<file path="src/rtl/ntsc_clock_scheduler.sv">
// Clock-enable scheduler for an NTSC 8x colorburst clock: qualifies PLL lock, sequences the
// downstream reset, then generates 1/8 (VDP) and 1/64 (sound) enables from a free-running phase.
module ntsc_clock_scheduler #(
    parameter int unsigned LOCK_STABLE_CYCLES = 1024,
    parameter int unsigned RESET_HOLD_CYCLES  = 16
) (
    input  logic       clock_in,
    input  logic       reset,
    input  logic       pll_locked,
    input  logic       vdp_hold,
    input  logic       lock_lost_clr,
    output logic       sys_reset_out,
    output logic       vdp_ce,
    output logic       snd_ce,
    output logic [5:0] phase,
    output logic [1:0] state,
    output logic       lock_lost
);

    typedef enum logic [1:0] {
        StWaitLock  = 2'd0,
        StStabilize = 2'd1,
        StResetHold = 2'd2,
        StRun       = 2'd3
    } state_e;

    // Counters are sized for the parameter maxima so they can never wrap inside a state.
    localparam logic [15:0] StableLast = 16'(LOCK_STABLE_CYCLES - 1);
    localparam logic [7:0]  HoldLast   = 8'(RESET_HOLD_CYCLES - 1);

    state_e      state_q;
    logic        sync1_q;
    logic        lock_s_q;
    logic [15:0] stab_cnt_q;
    logic [7:0]  hold_cnt_q;
    logic [5:0]  phase_q;
    logic        lock_lost_q;

    always_ff @(posedge clock_in) begin
        if (reset) begin
            state_q     <= StWaitLock;
            sync1_q     <= 1'b0;
            lock_s_q    <= 1'b0;
            stab_cnt_q  <= '0;
            hold_cnt_q  <= '0;
            phase_q     <= '0;
            lock_lost_q <= 1'b0;
        end else begin
            sync1_q  <= pll_locked;
            lock_s_q <= sync1_q;

            // A set from the RUN branch below is assigned later and therefore wins.
            if (lock_lost_clr) begin
                lock_lost_q <= 1'b0;
            end

            case (state_q)
                StWaitLock: begin
                    stab_cnt_q <= '0;
                    hold_cnt_q <= '0;
                    phase_q    <= '0;
                    if (lock_s_q) begin
                        state_q <= StStabilize;
                    end
                end
                StStabilize: begin
                    if (!lock_s_q) begin
                        state_q    <= StWaitLock;
                        stab_cnt_q <= '0;
                    end else if (stab_cnt_q == StableLast) begin
                        state_q    <= StResetHold;
                        stab_cnt_q <= '0;
                    end else begin
                        stab_cnt_q <= stab_cnt_q + 16'd1;
                    end
                end
                StResetHold: begin
                    if (!lock_s_q) begin
                        state_q    <= StWaitLock;
                        hold_cnt_q <= '0;
                    end else if (hold_cnt_q == HoldLast) begin
                        state_q    <= StRun;
                        hold_cnt_q <= '0;
                        phase_q    <= '0;
                    end else begin
                        hold_cnt_q <= hold_cnt_q + 8'd1;
                    end
                end
                StRun: begin
                    if (!lock_s_q) begin
                        state_q     <= StWaitLock;
                        phase_q     <= '0;
                        lock_lost_q <= 1'b1;
                    end else begin
                        phase_q <= phase_q + 6'd1;
                    end
                end
                default: begin
                    state_q <= StWaitLock;
                end
            endcase
        end
    end

    // Enables are decoded straight from registered state so they can never appear outside RUN.
    assign state         = state_q;
    assign sys_reset_out = (state_q != StRun);
    assign phase         = phase_q;
    assign vdp_ce        = (state_q == StRun) && (phase_q[2:0] == 3'd7) && !vdp_hold;
    assign snd_ce        = (state_q == StRun) && (phase_q == 6'd63);
    assign lock_lost     = lock_lost_q;

endmodule
</file>
<file path="config.mk">
export PLATFORM = sky130hd
export DESIGN_NAME = ntsc_clock_scheduler
export DESIGN_NICKNAME = d
export VERILOG_FILES = /design/src/rtl/ntsc_clock_scheduler.sv
export SDC_FILE = /design/constraint.sdc
export NUM_CORES = 1
export LEC_CHECK = 0
export CELL_PAD_IN_SITES_DETAIL_PLACEMENT = 0
export CELL_PAD_IN_SITES_GLOBAL_PLACEMENT = 1
export CORE_MARGIN = 4
export CORE_UTILIZATION = 46
export DETAILED_ROUTE_END_ITERATION = 16
export HOLD_SLACK_MARGIN = 0.1
export PLACE_DENSITY = 0.95
export SLEW_MARGIN = 5
export SYNTH_ARGS = -nofsm -noshare
export SYNTH_HDL_FRONTEND = slang
export SYNTH_SLANG_ARGS = --single-unit
</file>
<file path="constraint.sdc">
create_clock -name clock_in -period 3 [get_ports clock_in]
set_input_delay 0.6 -clock clock_in [delete_from_list [all_inputs] [get_ports clock_in]]
set_output_delay 0.6 -clock clock_in [all_outputs]
set_load 0.005 [all_outputs]
</file>
**Word level (Yosys, flattened, before mapping)**

Index checks and enable logic that the tools add are counted.

- Bits in registers: 35
- Bits of input ports: 5
- Output and inout bits: 12
- Word-level logic and storage cells: 54

- Add/sub/neg operators: 3
- Equality and inequality tests: 14
- Mux-type cells: 20
- Reductions and logical operators: 10

Operators by type and width:

| cell | count |
|---|---|
| $mux 16 | 2 |
| $pmux 16 s2 | 1 |
| $mux 6 | 3 |
| $pmux 6 s3 | 1 |
| $add 16x1->16 const B | 1 |
| $eq 16x10->1 const B | 1 |
| $mux 8 | 2 |
| $pmux 8 s2 | 1 |
| $mux 2 | 6 |
| $ne 2x2->1 const B | 5 |
| $add 8x1->8 const B | 1 |
| $eq 8x4->1 const B | 1 |
| $pmux 2 s4 | 1 |
| $add 6x1->6 const B | 1 |
| $eq 6x6->1 const B | 1 |
| $ne 3x3->1 const B | 2 |
| $eq 2x2->1 const B | 2 |
| $reduce_and 4->1 | 1 |
| $reduce_bool 2->1 | 2 |
| $eq 3x3->1 const B | 1 |
| $logic_and 1x1->1 | 3 |
| $mux 1 | 3 |
| $reduce_and 3->1 | 1 |
| $reduce_bool 3->1 | 1 |
| other kinds (3) | 3 |

**Logic depth before layout (Yosys ltp)**

Gate-level depths: netlist of the first run.

- Depth after elaboration: 4
- Depth in mapped cells: 8
- Gate-level depth less buffers: 5

**Least setup slack after synthesis of the first run**

No wires, ideal clock.

- Path type: flip-flop to output port
- From: register state_q[1], in the netlist state[1]
- To: output snd_ce
- Arrival: 1.168 ns
- Data required time: 2.400 ns
- Slack: 1.232 ns
- Stages on the path, launching flop included: 5
- Path buffers: 2
- Cells stage by stage: dfxtp_1 -> buf_2 -> clkbuf_1 -> nand2_1 -> nor3_1

- Longest elaborated chain between the ends: 2

RTL lines:

| what | line | text |
|---|---|---|
| start: declaration | 31 | `state_e state_q;` |
| start signal: assignment | 41 | `state_q <= StWaitLock;` |
| start signal: assignment | 63 | `state_q <= StStabilize;` |
| start signal: assignment | 68 | `state_q <= StWaitLock;` |
| $eq 2x2->1 | 110 | `assign snd_ce = (state_q == StRun) && (phase_q == 6'd63);` |
| $logic_and 1x1->1 | 110 |  |
| end: declaration | 14 | `output logic snd_ce,` |

Every way passes these cells.

**Worst setup path after layout of the first run**

- From: register phase_q[0], in the netlist phase[0]
- To: output snd_ce

- Longest elaborated chain between the ends: 2

RTL lines:

| what | line | text |
|---|---|---|
| start: declaration | 36 | `logic [5:0] phase_q;` |
| start signal: assignment | 95 | `phase_q <= phase_q + 6'd1;` |
| $eq 6x6->1 | 110 |  |
| $logic_and 1x1->1 | 110 |  |

Every way passes these cells.

==> out/results.ini, run 1 <==
[power_and_ir_drop]
ir_drop_v = 0.000202
power_leakage_nw = 0.662
p_per_area_nw_per_um2 = 398

[sta]
finalCritPeriodShare_pct = 79.4
period_minus_slack_ns = 2.38
worstMarginPinSlew_ns = 0.488
fmax_mhz = 420
rsz0062_at_grt = false
setup_violations = 0
maxSlewViolCount = 0
slew_headroom_pct = 67.3
setup_slack_ns = 0.618
finalHoldViolCount = 0
fin_tns_setup_ns = 0
finClkSkew_ns = 0.00223

[clocking]
post_cts_buffers = 0
htreeDepth = 2
postCtsHoldBufs = 0
cts.sinks = 35
cts-buffers-inserted = 5
cts_buffer_depth = 2
path_clk_slew_ns = 0.07
cts_resized = 0
cts_tree = built
clk-insertion-delay-late_ns = 0.28
clockRootBuffer = clkbuf_8

[synthesis]
yosys.area.top_type = dfxtp_1
synthesis.nets = 228
syn_area_um2 = 1830
synthFlopType = dfxtp_1
synthMuxAreaShare_pct = 1.71
ys_async_sr_fraction_pct = 0
synth_compound_area_share_pct = 15.2
syn_area_per_cell_um2 = 8.36
synth_top_family_by_area = simple AND/OR/NAND/NOR gates
synthTopCellsByArea = dfxtp_1 38%, nor2_1 3.9%, a21oi_1 3.8%
seq_area_frac_synth_pct = 38.3
synthXorXnorAreaFrac_pct = 3.83
synth.distinct_cells = 47
synth_edf_count = 0
synthAdderAreaFrac_pct = 2.73
ys_ff_latch = 35
synth-simple-area-share_pct = 33.1
yosys_warnings = 0
synthCells = 219
yosysTopAreaCellShare_pct = 38.3

[global_routing]
grt_pass1_vias = 1519
gr-usage-met1_pct = 21.9
antenna_found_initial = 0
grt_overflow = 0
grt_max_degree = 29
use_met3_pct = 5.26
top_usage_layer = met2
grt_pass1_wl_um = 6860
use_met2_pct = 26.0
grt_use_total_pct = 16.7

[die]
die_y_um = 71.1
die_w_um = 71.1
row_count = 22
dieArea_um2 = 5060
io_pins = 17
start_util_pct = 48.9
core_um2 = 3740

[finish]
final_area_um2 = 2090
final_nets = 240
final_common_cell = dfxtp_1
diodes = 0
n_fill_cell = 364
drive_above_1_share_pct = 6.06
syn2layout_area_growth_pct = 13.9
layout_common_cells = 35 x dfxtp_1, 19 x nor2_1, 17 x nand2_1

[critical_path]
path_class = flip-flop to primary output
critical_path.max_fanout = 6
crit_path_end_kind = primary output
start_kind = flip-flop
worstPathRequired_ns = 2.40
worstPathArrival_ns = 1.78

[place]
pre_cts_slack_ns = 0.668
hpwl_um = 2640
gp_congestion = 0.904
post_dp_cell_area_um2 = 2000
port_buffers = 16

[route]
drt_pass1_iterations = 4
routed_via_density = 5.79
dr_total_vias = 1616
drt-total-wl_um = 3870
drcViolationCount = 0
drtAntennaViolNets = 0
wire_per_inst_um = 13.9
drtIter0Drc = 113

[run]
max-cap-violations = 0

[hold_path]
holdCritPathClass = flip-flop to flip-flop

[status]
status = finished, final reports clean

## power by group
part / leakage (nW) / total (W) / switching, W / internal (W)
Combinational: 0.333 / 0.0000205 / 0.0000106 / 0.00000988
Clock: 0.0470 / 0.000342 / 0.000162 / 0.000180
Sequential: 0.282 / 0.000468 / 0.00000170 / 0.000466
## cell type report
class	instances	area (um^2)	area share [%]
multi-input combinational	165	1040	49.7
sequential	35	701	33.6
timing repair buffer	19	183	8.76
clock buffer	6	82.6	3.96
tap	48	60.1	2.88
inverter	5	18.8	0.900
clock inverter	1	5.00	0.240
## synth_stat cells, types with 5 or more instances
| master | instances |
|---|---|
| a21oi_1 | 14 |
| clkbuf_1 | 7 |
| dfxtp_1 | 35 |
| inv_1 | 5 |
| nand2_1 | 17 |
| nand2b_1 | 6 |
| nand3_1 | 11 |
| nand4_1 | 8 |
| nor2_1 | 19 |
| nor3_1 | 10 |
| nor4_1 | 7 |
| xnor2_1 | 6 |
## cell families (layout without fill, tap and decap cells)
kind of cell / after synthesis / in the layout
AOI/OAI and AO/OA: 43 / 43
and+or+nand+nor: 107 / 107
adders and majority gates: 4 / 4
muxes: 3 / 3
DFF: 35 / 35
xor gates and xnor gates: 8 / 8
buffers and inverters: 19 / 31
## registers in the layout, indices dropped and copies added, names as in the netlist
signal,cells
hold_cnt_q,8
stab_cnt_q,16
state,2
sync1_q,1
lock_s_q,1
lock_lost,1
phase,6
## worst max-delay path, stage by stage (launching register included)
cell	delay (ns)
dfxtp_1	0.42
ha_1	0.21
nand3_1	0.12
nor3_1	0.20
clkdlybuf4s50_1	0.54
## through the flow
step	total power, W	hold WS, ns	cells	util, %
5_1_grt	0.000869	0.482	279	55.7
3_5_place_dp	0.000499	0.428	272	53.4
3_3_place_gp	0.000499	0.418	272	53.4
2_1_floorplan	0.000490	0.414	219	-
4_1_cts	0.000846	0.446	279	55.7
6_report	0.000831	0.442	279	55.7
## layer usage
| metal | up-vias | wire (um) |
|---|---|---|
| li1 | 828 | - |
| met2 | 26 | 1780 |
| met4 | 0 | 50 |
| met3 | 7 | 167 |
| met1 | 755 | 1860 |
| met5 | - | 0 |
## worst paths after layout
check,startpoint,to,slack [ns],cells after the start
worst max-delay path,phase[0],snd_ce,0.62,4
worst min-delay path,sync1_q,lock_s_q,0.44,1
worst max register to register,stab_cnt_q[0],stab_cnt_q[14],1.21,5
worst min register to register,sync1_q,lock_s_q,0.44,1
No activity file was read; power rests on OpenSTA's default activity.
==> inputs of run 2 (changes only) <==
Settings changed: CORE_UTILIZATION 46 to 38, PLACE_DENSITY 0.95 to 0.85.
Clock period 3 ns to 2 ns, I/O delays scaled along.
==> out/results.ini, run 2 (synthesis results as in run 1) <==
[route]
dr_total_vias = 1649
drt_pass1_iterations = 4
wl_met2_um = 1800
drt-total-wl_um = 3910
wire_per_inst_um = 13.4
drcViolationCount = 0
drtAntennaViolNets = 0
top_layer = met4
route.met3.wl_um = 109
routed_via_density = 5.65
drtIter0Drc = 99
wl_met1_um = 1990

[global_routing]
antenna_found_initial = 0
grt_pass1_wl_um = 6920
grt_max_degree = 28
grt_pass1_vias = 1579
grt_use_total_pct = 13.7
grt_overflow = 0

[finish]
drive_above_1_share_pct = 9.58
final_nets = 248
largest_register_ffs = 16
fin_util_pct = 47.8
top_register = stab_cnt_q
final_area_um2 = 2150
diodes = 0
finalNonFillerCells = 292
layout_common_cells = 35 x dfxtp_1, 19 x nor2_1, 17 x nand2_1
final_common_cell = dfxtp_1
syn2layout_area_growth_pct = 17.4

[power_and_ir_drop]
internal_power_w = 0.000960
pwr-share-comb_pct = 2.9
power_leakage_nw = 0.704
clockPowerShare_pct = 40.3
p_per_area_nw_per_um2 = 574
p_sw_share_pct = 22.2
seqPwrFrac_pct = 56.8
p_sw_w = 0.000274
ir_drop_v = 0.000570

[place]
post_dp_cell_area_um2 = 2060
port_buffers = 16
gp_congestion = 0.743
hpwl_um = 2720
place_inst = 284

[clocking]
cts_resized = 3
path_clk_slew_ns = 0.07
clockRootBuffer = clkbuf_8
clk-insertion-delay-late_ns = 0.28
cts-buffers-inserted = 5
cts_tree = built
cts_buffer_depth = 2
postCtsHoldBufs = 0
htreeDepth = 2
post_cts_buffers = 0
cts.sinks = 35

[run]
max-cap-violations = 0

[critical_path]
cp_slowest_stage_delay_ns = 0.32
r2r_cells = 5
path_cells = ha_1 -> ha_1 -> nor3b_1 -> dlygate4sd2_1
cp_common_cell = ha_1
critical_path.top_delay_family = adder cells
path_class = flip-flop to primary output
start_kind = flip-flop
slowest_stage = dfxtp_1
worstPathRequired_ns = 1.60
worstPathArrival_ns = 1.39
crit_path_end_kind = primary output
path_buf_inv = 1
critical_path.max_fanout = 2
critical_path_depth = 4

[hold_path]
holdCritPathClass = flip-flop to flip-flop
hold_depth = 1

[sta]
fmax_mhz = 558
rsz0062_at_grt = false
fin_tns_setup_ns = 0
slew_headroom_pct = 67.9
finalHoldViolCount = 0
period_minus_slack_ns = 1.79
finClkSkew_ns = 0.00366
setup_violations = 0
maxSlewViolCount = 0
worstMarginPinSlew_ns = 0.479
finalCritPeriodShare_pct = 89.6

[die]
row_count = 24
die_w_um = 77.4
io_pins = 17
die_y_um = 77.4
dieArea_um2 = 6000
core_um2 = 4500
start_util_pct = 40.7

[status]
status = finished, final reports clean

[run 2: cell count changes in the layout (fill, tap and decap cells not counted), sizes merged]
cell and delta:
buf +8, clkdlybuf4s50 -2, dlygate4sd2 +2, clkinvlp +1
[run 2: through the flow]
| stage | power (W) | hold slack (ns) | worst slack, ns |
|---|---|---|---|
| after CTS | 0.00125 | 0.462 | 0.192 |
| after detailed placement | 0.000752 | 0.444 | 0.0844 |
| final | 0.00123 | 0.458 | 0.208 |
| after global placement | 0.000753 | 0.425 | 0.0855 |
| after global routing | 0.00128 | 0.477 | 0.0720 |
| after floorplan | 0.000734 | 0.414 | 0.270 |
[run 2: final timing paths]
check             slack [ns]             to     startpoint
setup / recovery        0.21         vdp_ce       phase[0]
hold / removal          0.46       lock_s_q        sync1_q
setup reg to reg        0.23  stab_cnt_q[0]  stab_cnt_q[0]
hold reg to reg         0.46       lock_s_q        sync1_q
[run 2: area by class of cell]
| class | count | area, um^2 |
|---|---|---|
| Tap cell | 52 | 65.1 |
| Inverter | 5 | 18.8 |
| Multi-Input combinational cell | 165 | 1040 |
| Timing Repair Buffer | 27 | 240 |
| Clock inverter | 2 | 12.5 |
| Sequential cell | 35 | 701 |
| Clock buffer | 6 | 72.6 |
| Fill cell | 451 | 2350 |
[run 2: worst reg2reg max path, delay by kind of cell (launching register included)]
family	cells	cell delay, ns
fa+ha+maj	1	0.26
flops	1	0.36
simple gates	3	0.97
compound gates	1	0.13
[run 2: metal layers]
| metal | vias up | track usage [%] |
|---|---|---|
| met4 | 0 | 3.38 |
| met1 | 775 | 18.0 |
| met5 | - | 0 |
| met2 | 19 | 22.1 |
| li1 | 853 | - |
| met3 | 2 | 3.82 |
[run 2: power groups by stage]
| stage | Combinational [W] | Clock [W] | Sequential, W |
|---|---|---|---|
| 3_3_place_gp | 0.0000360 | 0 | 0.000717 |
| 2_1_floorplan | 0.0000188 | 0 | 0.000716 |
| 6_report | 0.0000355 | 0.000498 | 0.000700 |
| 4_1_cts | 0.0000361 | 0.000516 | 0.000700 |
| 5_1_grt | 0.0000389 | 0.000545 | 0.000700 |
| 3_5_place_dp | 0.0000360 | 0 | 0.000716 |
==> RTL change 1: new RTL, flow settings as in run 1 <==
Compare `hold_cnt_q` against `HoldLast` with >= in place of ==.
--- a/src/rtl/ntsc_clock_scheduler.sv
+++ b/src/rtl/ntsc_clock_scheduler.sv
@@ -78,7 +78,7 @@
                     if (!lock_s_q) begin
                         state_q    <= StWaitLock;
                         hold_cnt_q <= '0;
-                    end else if (hold_cnt_q == HoldLast) begin
+                    end else if (hold_cnt_q >= HoldLast) begin
                         state_q    <= StRun;
                         hold_cnt_q <= '0;
                         phase_q    <= '0;
Behaviour: no difference found for any inputs over 10 cycles, from zero or initial values and one cycle with reset high; that may be too few to reach the edited logic, so the function may still have changed.
==> RTL change 1 against run 1 <==
  * Fmax shrank 3.6%
  * Total power increased by 20%
  * Worst setup slack lost 90 ps
  * Die area rose by 0.66%
  * Area after synthesis increased by 0.75%
  * Routed wire length increased by 3.0%
  * Cell area rose by 2.8%
  * Sequential cell count did not move
  * Largest cell class unchanged
  * Global-route usage about the same
==> RTL change 1: results (changes against run 1) <==
metric	value	unit	change
status	finished, final reports clean		
post-synthesis compound-gate area fraction	18.9	%	+3.7 points
M2 GR Usage	24.5	%	-1.5 points
DP HPWL	2.74	mm	+3.6%
fmax	405	MHz	-3.6%
pre-CTS setup slack	666	ps	-1.32 ps
Arrival @ worst endpoint	1870	ps	+90 ps
DR iter-0 viols	111		-1.8%
CP delay by family, top	flip-flops		
Crit-path slowest cell	dfxtp_1		
Seq/Total Area, Yosys	38.0	%	-0.29 points
P_sw	0.193	mW	+10%
syn nets	223		-2.2%
synth cell count leaders	dfxtp_1 (35), nand2_1 (17), nor2_1 (15)		
WL met1	2.04	mm	+9.6%
hold_ws	451	ps	+8.64 ps
Max FO, Critical Path	14		+8
met1 usage	24.1	%	+2.2 points
xor/xnor cell area share of the yosys netlist	1.90	%	-1.9 points
GRT Util Overall	16.7	%	+0.048 points
reg2reg end	stab_cnt_q[5]		
Max-slew headroom	55.8	%	-11 points
dpl cell area	2010	µm²	+0.50%
adder-cell area share of the yosys netlist	2.71	%	-0.020 points
top cells by area, synth	dfxtp_1 (38%), nand2_1 (3.5%), a31oi_1 (3.1%), nor2_1 (3.1%), a21oi_1 (2.7%)		
Worst path max stage delay	610	ps	+70 ps
CP endpoint	vdp_ce		
Flop+latch power	0.469	mW	about the same
worst reg-to-reg setup slack	840	ps	-370 ps
vias in the first global route	1498		-1.4%
leak pwr	0.689	nW	+4.0%
Peak VDD IR	0.341	mV	+69%
share of post-route cells with drive strength above 1	9.25	%	+3.2 points
Clock Skew	5.88	ps	+3.65 ps
Vias	1632		+0.99%
# nets final	235		-2.1%
fraction of synthesized area in multiplexers	1.22	%	-0.49 points
-- RTL change 1: cell types whose count changed in the layout (fill, tap and decap cells not counted), moves of 4 or more --
cell | before | now
nor3_1 | 10 | 5
or3_1 | 2 | 7
a311oi_1 | 4 | 0
and4_1 | 0 | 5
o21ai_0 | 3 | 9
nor2_1 | 19 | 15
a31oi_1 | 1 | 9
xnor2_1 | 6 | 1
a21oi_1 | 14 | 10
-- RTL change 1: per-stage QoR --
stage	utilization [%]	cells
after global routing	56.9	275
after CTS	56.9	275
final	56.9	275
after floorplan	-	214
after detailed placement	53.3	267
after global placement	53.3	267
-- RTL change 1: layout make-up --
class / instances / area, µm²
multi-input combinational: 160 / 1050
tap: 48 / 60.1
clock buffer: 5 / 68.8
timing repair buffer: 17 / 168
sequential: 35 / 701
fill: 342 / 1630
clock inverter: 3 / 67.6
inverter: 7 / 26.3
==> RTL change 2: new RTL, settings of run 1 <==
Made on the original files. `RESET_HOLD_CYCLES`: 16 -> 12.
--- a/src/rtl/ntsc_clock_scheduler.sv
+++ b/src/rtl/ntsc_clock_scheduler.sv
@@ -2,7 +2,7 @@
 // downstream reset, then generates 1/8 (VDP) and 1/64 (sound) enables from a free-running phase.
 module ntsc_clock_scheduler #(
     parameter int unsigned LOCK_STABLE_CYCLES = 1024,
-    parameter int unsigned RESET_HOLD_CYCLES  = 16
+    parameter int unsigned RESET_HOLD_CYCLES  = 12
 ) (
     input  logic       clock_in,
     input  logic       reset,
Formal check against the unedited RTL: no difference found for any inputs over 10 cycles, from zero or initial values and one cycle with reset high; that may be too few to reach the edited logic, so the function may still have changed.
==> RTL change 2 against run 1 <==
  * Count of clock-buffer cells in the layout up 2
  * Worst setup slack better by 39 ps
  * Worst hold slack worse by 1.2 ps
  * Critical path depth unchanged
  * Sequential share of layout area down 0.28 points
  * Area after synthesis down 0.20%
  * Fmax up 1.7%
  * Routed wire length up 3.8%
  * Cell area up 0.84%
  * Core utilization up 0.47 points
  * Die area down 0.18%
  * Total power up 3.9%
  * Global-route usage up 0.33 points
  * Sequential cell count unchanged
  * Critical path type unchanged
  * Largest cell class unchanged
==> RTL change 2: results (changes against run 1) <==
metric	value	unit	change
Seq/Total Area, Yosys	38.3	%	+0.079 points
Routed WL	4.01	mm	+3.8%
Least-Margin Pin Slew	553	ps	+65.5 ps
top cells by area, synth	dfxtp_1 (38%), nor2_1 (4.1%), nand2_1 (3.9%), or4_1 (2.9%), a21oi_1 (2.7%)		
syn nets	222		-2.6%
Worst path max stage delay	520	ps	-20 ps
H-tree Lvls	2		unchanged
Clock Skew	8.34	ps	+6.11 ps
Peak VDD IR	0.269	mV	+33%
crit path from	phase[0]		
Final Non-Filler Cells	279		unchanged
setup bufs post-CTS	0		unchanged
share of post-route cells with drive strength above 1	8.66	%	+2.6 points
ant diodes	0		unchanged
fin area	2100	µm²	+0.84%
cts bufs inserted	5		unchanged
Vias	1630		+0.87%
r2r startpoint	stab_cnt_q[0]		
initial antenna violation count	0		unchanged
critical path endpoint category	primary output		
hold crit path type	flop to flop		
leak pwr	0.682	nW	+3.0%
synthesized area per cell	8.58	µm²	+2.6%
worst reg-to-reg setup slack	840	ps	-370 ps
Synth warnings	0		unchanged
number of flip-flops in the largest register	16		unchanged
vias in the first global route	1528		+0.59%
asr flop ratio synth	0	%	unchanged
global placement routability congestion	0.776		-14%
status	finished, final reports clean		
global-route wire length before repair	7.06	mm	+2.9%
most flop-heavy register	stab_cnt_q		
CP endpoint	snd_ce		
reg2reg end	stab_cnt_q[13]		
CP delay by family, top	buffers and inverters		
fmax	427	MHz	+1.7%
Yosys cell types	49		+4.3%
pin count of the biggest net entering global routing	20		-31%
dpl cell area	2000	µm²	+0.25%
worst reg2reg path depth	6		+1
fillers	378		+3.8%
synth cell count leaders	dfxtp_1 (35), nor2_1 (20), nand2_1 (19)		
Placed Cells	271		-0.37%
clk_lat worst skew	280	ps	about the same
root buf cell	clkbuf_8		
IO Port Bufs	16		unchanged
Main synth FF type	dfxtp_1		
Arrival @ worst endpoint	1740	ps	-40 ps
Clk pin slew, worst setup/hold paths	60	ps	
pre-CTS setup slack	699	ps	+31.5 ps
CTS-repair resized insts	0		unchanged
# nets final	239		-0.42%
Crit-path slowest cell	clkdlybuf4s50_1		
GRT Util Overall	17.0	%	+0.33 points
Clock Path Buffers	2		unchanged
DR iter-0 viols	122		+8.0%
1st-pass router iterations	5		+1
DP HPWL	2.73	mm	+3.1%
Max FO, Critical Path	6		unchanged
[RTL change 2: cell count changes after synthesis, sizes merged, moves of 4 or more]
cell / change
a31oi: +7
nand2b: -6
nor3: -4
a21oi: -4
inv: +4
nand4: -4
or4: +6
[RTL change 2: cell families after synthesis]
group / count (synthesis) / synth area share (%)
mux: 2 / 1.16
flops: 35 / 38.3
xor+xnor: 6 / 2.88
fa+ha+maj: 4 / 2.74
buf+inv: 20 / 6.16
simple gates: 97 / 30.4
compound gates: 49 / 18.3
[RTL change 2: worst min path at each step]
| stage | start | end | slack [ps] | cells after the start |
|---|---|---|---|---|
| after floorplan | sync1_q | lock_s_q | 410 | 1 |
| after global placement | sync1_q | lock_s_q | 420 | 1 |
| after detailed placement | sync1_q | lock_s_q | 430 | 1 |
| after CTS | sync1_q | lock_s_q | 450 | 1 |
| after global routing | sync1_q | lock_s_q | 470 | 1 |
| final | sync1_q | lock_s_q | 440 | 1 |
[RTL change 2: layout make-up]
cell class | instances | share of cell area (%)
timing repair buffer | 20 | 9.04
multi-input combinational | 158 | 48.2
inverter | 10 | 1.78
sequential | 35 | 33.3
tap | 48 | 2.86
clock buffer | 8 | 4.76
[RTL change 2: power breakdown]
group          switching, mW  internal (mW)  total (mW)
clock                  0.163          0.210       0.372
combinational         0.0121        0.00984      0.0219
sequential           0.00217          0.466       0.469
[RTL change 2: metal layers]
layer	GRT usage [%]	wire [µm]
met3	4.69	206
met2	27.3	1790
met4	3.76	21
met5	0	0
met1	22.9	1990
